[config.mk]
export PLATFORM = sky130hd
export DESIGN_NAME = led7_scan_ctrl
export DESIGN_NICKNAME = d
export VERILOG_FILES = /design/src/rtl/led7_scan_ctrl.sv
export SDC_FILE = /design/constraint.sdc
export NUM_CORES = 1
export LEC_CHECK = 0
export ABC_CLOCK_PERIOD_IN_PS = 3600
export CAP_MARGIN = 40
export CORE_MARGIN = 2
export CORE_UTILIZATION = 45
export CTS_BUF_LIST = sky130_fd_sc_hd__clkbuf_4
export DETAILED_ROUTE_END_ITERATION = 16
export GPL_TIMING_DRIVEN = 0
export PLACE_DENSITY = 0.7
export SETUP_SLACK_MARGIN = 0.02
export SLEW_MARGIN = 20
export SYNTH_ARGS = -nofsm -noshare
export SYNTH_HDL_FRONTEND = slang
export SYNTH_SLANG_ARGS = --single-unit
[constraint.sdc]
create_clock -name i_w_clk -period 3.6 [get_ports i_w_clk]
set_input_delay 0.54 -clock i_w_clk [delete_from_list [all_inputs] [get_ports i_w_clk]]
set_output_delay 0.54 -clock i_w_clk [all_outputs]
set_load 0.05 [all_outputs]
[src/rtl/led7_scan_ctrl.sv]
// Four-digit multiplexed 7-segment scan controller: a blank/show FSM walks the
// digits, decoding one hex register at a time onto shared active-low segments.
module led7_scan_ctrl #(
  parameter int PRESCALE = 4
) (
  input  logic       i_w_clk,
  input  logic       i_w_reset,
  input  logic       i_w_wr_en,
  input  logic [1:0] i_w_wr_addr,
  input  logic [3:0] i_w_wr_data,
  input  logic       i_w_blank,
  output logic [6:0] o_w_seg,
  output logic [3:0] o_w_an,
  output logic [1:0] o_w_digit,
  output logic       o_w_frame
);

  typedef enum logic {S_BLANK, S_SHOW} state_t;

  localparam logic [15:0] CNT_LAST = 16'(PRESCALE - 1);

  state_t      state_reg, state_next;
  logic [15:0] cnt_reg, cnt_next;
  logic [1:0]  idx_reg, idx_next;
  logic        frame_reg, frame_next;
  logic        blank_reg;
  logic [3:0]  digit_reg [4];
  logic        show;

  function automatic logic [6:0] hex_decode(input logic [3:0] v);
    logic [6:0] s;
    case (v)
      4'h0: s = 7'b1000000;
      4'h1: s = 7'b1111001;
      4'h2: s = 7'b0100100;
      4'h3: s = 7'b0110000;
      4'h4: s = 7'b0011001;
      4'h5: s = 7'b0010010;
      4'h6: s = 7'b0000010;
      4'h7: s = 7'b1111000;
      4'h8: s = 7'b0000000;
      4'h9: s = 7'b0010000;
      4'hA: s = 7'b0001000;
      4'hB: s = 7'b0000011;
      4'hC: s = 7'b1000110;
      4'hD: s = 7'b0100001;
      4'hE: s = 7'b0000110;
      default: s = 7'b0001110;
    endcase
    return s;
  endfunction

  always_ff @(posedge i_w_clk) begin
    if (i_w_reset) begin
      state_reg <= S_BLANK;
      cnt_reg   <= '0;
      idx_reg   <= '0;
      frame_reg <= 1'b0;
      blank_reg <= 1'b0;
    end else begin
      state_reg <= state_next;
      cnt_reg   <= cnt_next;
      idx_reg   <= idx_next;
      frame_reg <= frame_next;
      blank_reg <= i_w_blank;
    end
  end

  // Digit registers are independent of scan timing; a write lands at the edge.
  always_ff @(posedge i_w_clk) begin
    for (int i = 0; i < 4; i++) begin
      if (i_w_reset) begin
        digit_reg[i] <= '0;
      end else if (i_w_wr_en && (i_w_wr_addr == 2'(i))) begin
        digit_reg[i] <= i_w_wr_data;
      end
    end
  end

  always_comb begin
    state_next = state_reg;
    cnt_next   = cnt_reg;
    idx_next   = idx_reg;
    frame_next = 1'b0;
    case (state_reg)
      S_BLANK: begin
        state_next = S_SHOW;
        cnt_next   = '0;
      end
      S_SHOW: begin
        if (cnt_reg == CNT_LAST) begin
          state_next = S_BLANK;
          cnt_next   = '0;
          idx_next   = idx_reg + 2'd1;
          // Frame marks the blank slot that follows the wrap from digit 3.
          frame_next = (idx_reg == 2'd3);
        end else begin
          cnt_next = cnt_reg + 16'd1;
        end
      end
      default: begin
        state_next = S_BLANK;
        cnt_next   = '0;
      end
    endcase
  end

  assign show      = (state_reg == S_SHOW) && !blank_reg;
  assign o_w_seg   = show ? hex_decode(digit_reg[idx_reg]) : 7'b1111111;
  assign o_w_an    = show ? ~(4'b0001 << idx_reg) : 4'b1111;
  assign o_w_digit = idx_reg;
  assign o_w_frame = frame_reg;

endmodule
==> impl_metrics.py <==
metrics = {
    "place": {
        "port_buffers": 23,
        "gp_congestion": 0.850,
        "dp_hpwl_mm": 2.77,
    },
    "cts": {
        "cts_htree_levels": 2,
        "clockBufferDepth": 2,
        "cts_tree": "done",
        "cts.sinks": 39,
        "cts_made_buffers": 5,
        "path_clk_slew_ps": 130,
        "clkLatencyLatePin_ps": 350,
        "clk_root_buffer_cell": "clkbuf_4",
    },
    "routing": {
        "vias_per_cell": 5.30,
        "first_pass_iters": 4,
        "ant_nets": 0,
        "first_iter_violations": 59,
        "drc_errors": 0,
        "wl_per_cell_um": 12.9,
        "vias": 1500,
        "finalWirelength_mm": 3.64,
    },
    "die": {
        "die_h_um": 71.2,
        "initial_core_util_pct": 46.6,
        "core_um2": 4350,
        "die_x_um": 71.2,
        "io_pins": 24,
        "row_count": 24,
        "dieArea_um2": 5060,
    },
    "worst_hold_path": {
        "min_to": "cnt_reg[0]$_SDFF_PP0_",
        "hold_depth": 1,
        "hold_path_class": "reg2reg",
        "min_from": "cnt_reg[0]$_SDFF_PP0_",
    },
    "global_routing": {
        "grt_pass1_wl_mm": 6.44,
        "grt_use_total_pct": 16.3,
        "overflow": 0,
        "grt_max_degree": 15,
        "grt_pass1_vias": 1454,
        "antenna_found_initial": 0,
    },
    "timing": {
        "skew_ps": 16.7,
        "fin_tns_setup_ps": 0,
        "max_freq_mhz": 299,
        "period_minus_slack_ps": 3350,
        "relSlewSlack_pct": 64.2,
        "rsz0062_at_grt": "no",
        "period_share_pct": 93.0,
        "maxSlewViolCount": 0,
        "setup_viol_count_final": 0,
        "worst_pin_slew_ps": 535,
        "hold_viol_final": 0,
    },
    "job": {
        "cap_viol_max_count": 0,
    },
    "worst_setup_path": {
        "r2r_end": "cnt_reg[8]$_SDFF_PP0_",
        "r2r-start": "cnt_reg[0]$_SDFF_PP0_",
        "required_ps": 3060,
        "critPathArrivalTime_ps": 2810,
        "worstRegToRegCells": 6,
        "cp_max_fo": 10,
        "startpoint_type": "flop",
        "path_class": "reg2out",
        "cp-end-kind": "output port",
        "ff2ff_setup_slack_ps": 1580,
    },
    "final_layout": {
        "num_antenna_cells": 0,
        "nNetsFinal": 251,
        "area_growth_pct": 19.2,
        "drive_above_1_share_pct": 9.96,
        "final_util_pct": 55.5,
    },
    "pwr": {
        "power.density_nw_per_um2": 378,
        "power.leakage_nw": 0.845,
        "ir_drop_mv": 0.239,
    },
    "logic_synthesis": {
        "yosysWarnings": 0,
        "syn_inst": 200,
        "synthArstFlopShare_pct": 0,
        "ys.flop_type": "dfxtp_1",
        "synth_area_leaders": "edfxtp_1 24%, dfxtp_1 23%, ha_1 6.8%",
        "yosysMostFrequentCell": "nor2_1",
        "synth.ff_latch_count": 39,
        "seq_area_frac_synth_pct": 46.4,
        "synthTopCellsByCount": "24 x nor2_1, 23 x dfxtp_1, 16 x and2_1, 16 x edfxtp_1, 12 x inv_1",
        "synth_top_area_share_pct": 23.7,
        "syn_avg_cell_area_um2": 10.1,
        "synth_edf_count": 16,
        "synth_top_area_cell": "edfxtp_1",
        "synth.distinct_cells": 37,
        "syn-num-nets": 221,
        "synth.cell_area_um2": 2030,
    },
    "outcome": {
        "run_status": "finished, final reports clean",
    },
}
## how the worst max path moves through the flow
| stage | start | to | slack [ps] | depth (start not counted) |
|---|---|---|---|---|
| 3_5_place_dp | flop | o_w_seg[3] | 360 | 7 |
| 3_3_place_gp | flop | o_w_seg[3] | 400 | 7 |
| 4_1_cts | flop | o_w_seg[0] | 30 | 6 |
| 6_report | flop | o_w_seg[2] | 250 | 6 |
| 2_1_floorplan | flop | o_w_seg[3] | 690 | 6 |
| 5_1_grt | flop | o_w_seg[2] | 40 | 6 |
## worst max-delay path: stages (launching register included)
cell             delay, ps
dfxtp_1                480
mux4_1                 670
buf_2                  220
nor2_1                 120
a21oi_1                 70
o21ai_0                 70
clkdlybuf4s50_1        820
## power breakdown
| group | switching [mW] | leakage (nW) | total, mW | internal, mW |
|---|---|---|---|---|
| combinational | 0.0815 | 0.455 | 0.131 | 0.0494 |
| sequential | 0.00622 | 0.344 | 0.482 | 0.476 |
| clock | 0.151 | 0.0458 | 0.300 | 0.150 |
## cells in the final DEF (no fill, tap or decap), types with 3 or more instances in the layout
cell             count
nor2_1              24
o21ai_0              6
or3_1                4
a31o_2               4
nand2b_1             4
a31oi_1              3
nand3_1              3
xnor2_1             11
and2_1              16
edfxtp_1            16
nand2_1             10
clkdlybuf4s50_1     18
clkbuf_4             5
inv_1               12
mux4_2               3
nor3_1               9
a21oi_1              9
dfxtp_1             23
ha_1                11
dlymetal6s2s_1       4
nor4_1               6
## layout make-up
class	count	area [µm²]
fillers	398	1940
multi-input cells	145	1020
clock buffers	5	37.5
flip-flops and latches	39	941
inverters	12	45.0
well taps	52	65.1
plain buffers	4	21.3
repair buffers	23	239
clock inverters	3	47.5
## cells by family (layout without fill, tap and decap cells)
kind of cell | Yosys count | count (layout) | synth area share, %
and+or+nand+nor | 89 | 89 | 24.4
adders and majority gates | 11 | 11 | 6.78
DFF | 39 | 39 | 46.4
AOI/OAI and AO/OA | 27 | 27 | 8.45
muxes | 5 | 5 | 5.12
buffers and inverters | 16 | 47 | 3.27
xor gates and xnor gates | 13 | 13 | 5.61
## routing by layer
metal	global-route usage [%]	vias to the layer above	routed length, µm
met5	0	-	0
met4	7.34	0	59
met3	5.13	7	177
met2	26.7	33	1720
met1	19.5	689	1690
li1	-	771	-
## metrics by stage
step	hold WS (ps)	cells	area (µm²)	setup WS (ps)	power (mW)
6_report	496	283	2420	251	0.913
5_1_grt	545	283	2420	35.1	0.955
4_1_cts	503	283	2410	26.0	0.923
3_5_place_dp	473	275	2320	364	0.625
3_3_place_gp	464	275	2320	405	0.622
2_1_floorplan	449	200	2030	691	0.578
## what timing repair did
action,in CTS,in global routing
hold buffers,0,0
resized for setup,1,4
endpoints found under the setup margin,1,4
endpoints found under the hold margin,0,0
setup buffers,0,0
Note: power is estimated with default switching activity, not from simulation.
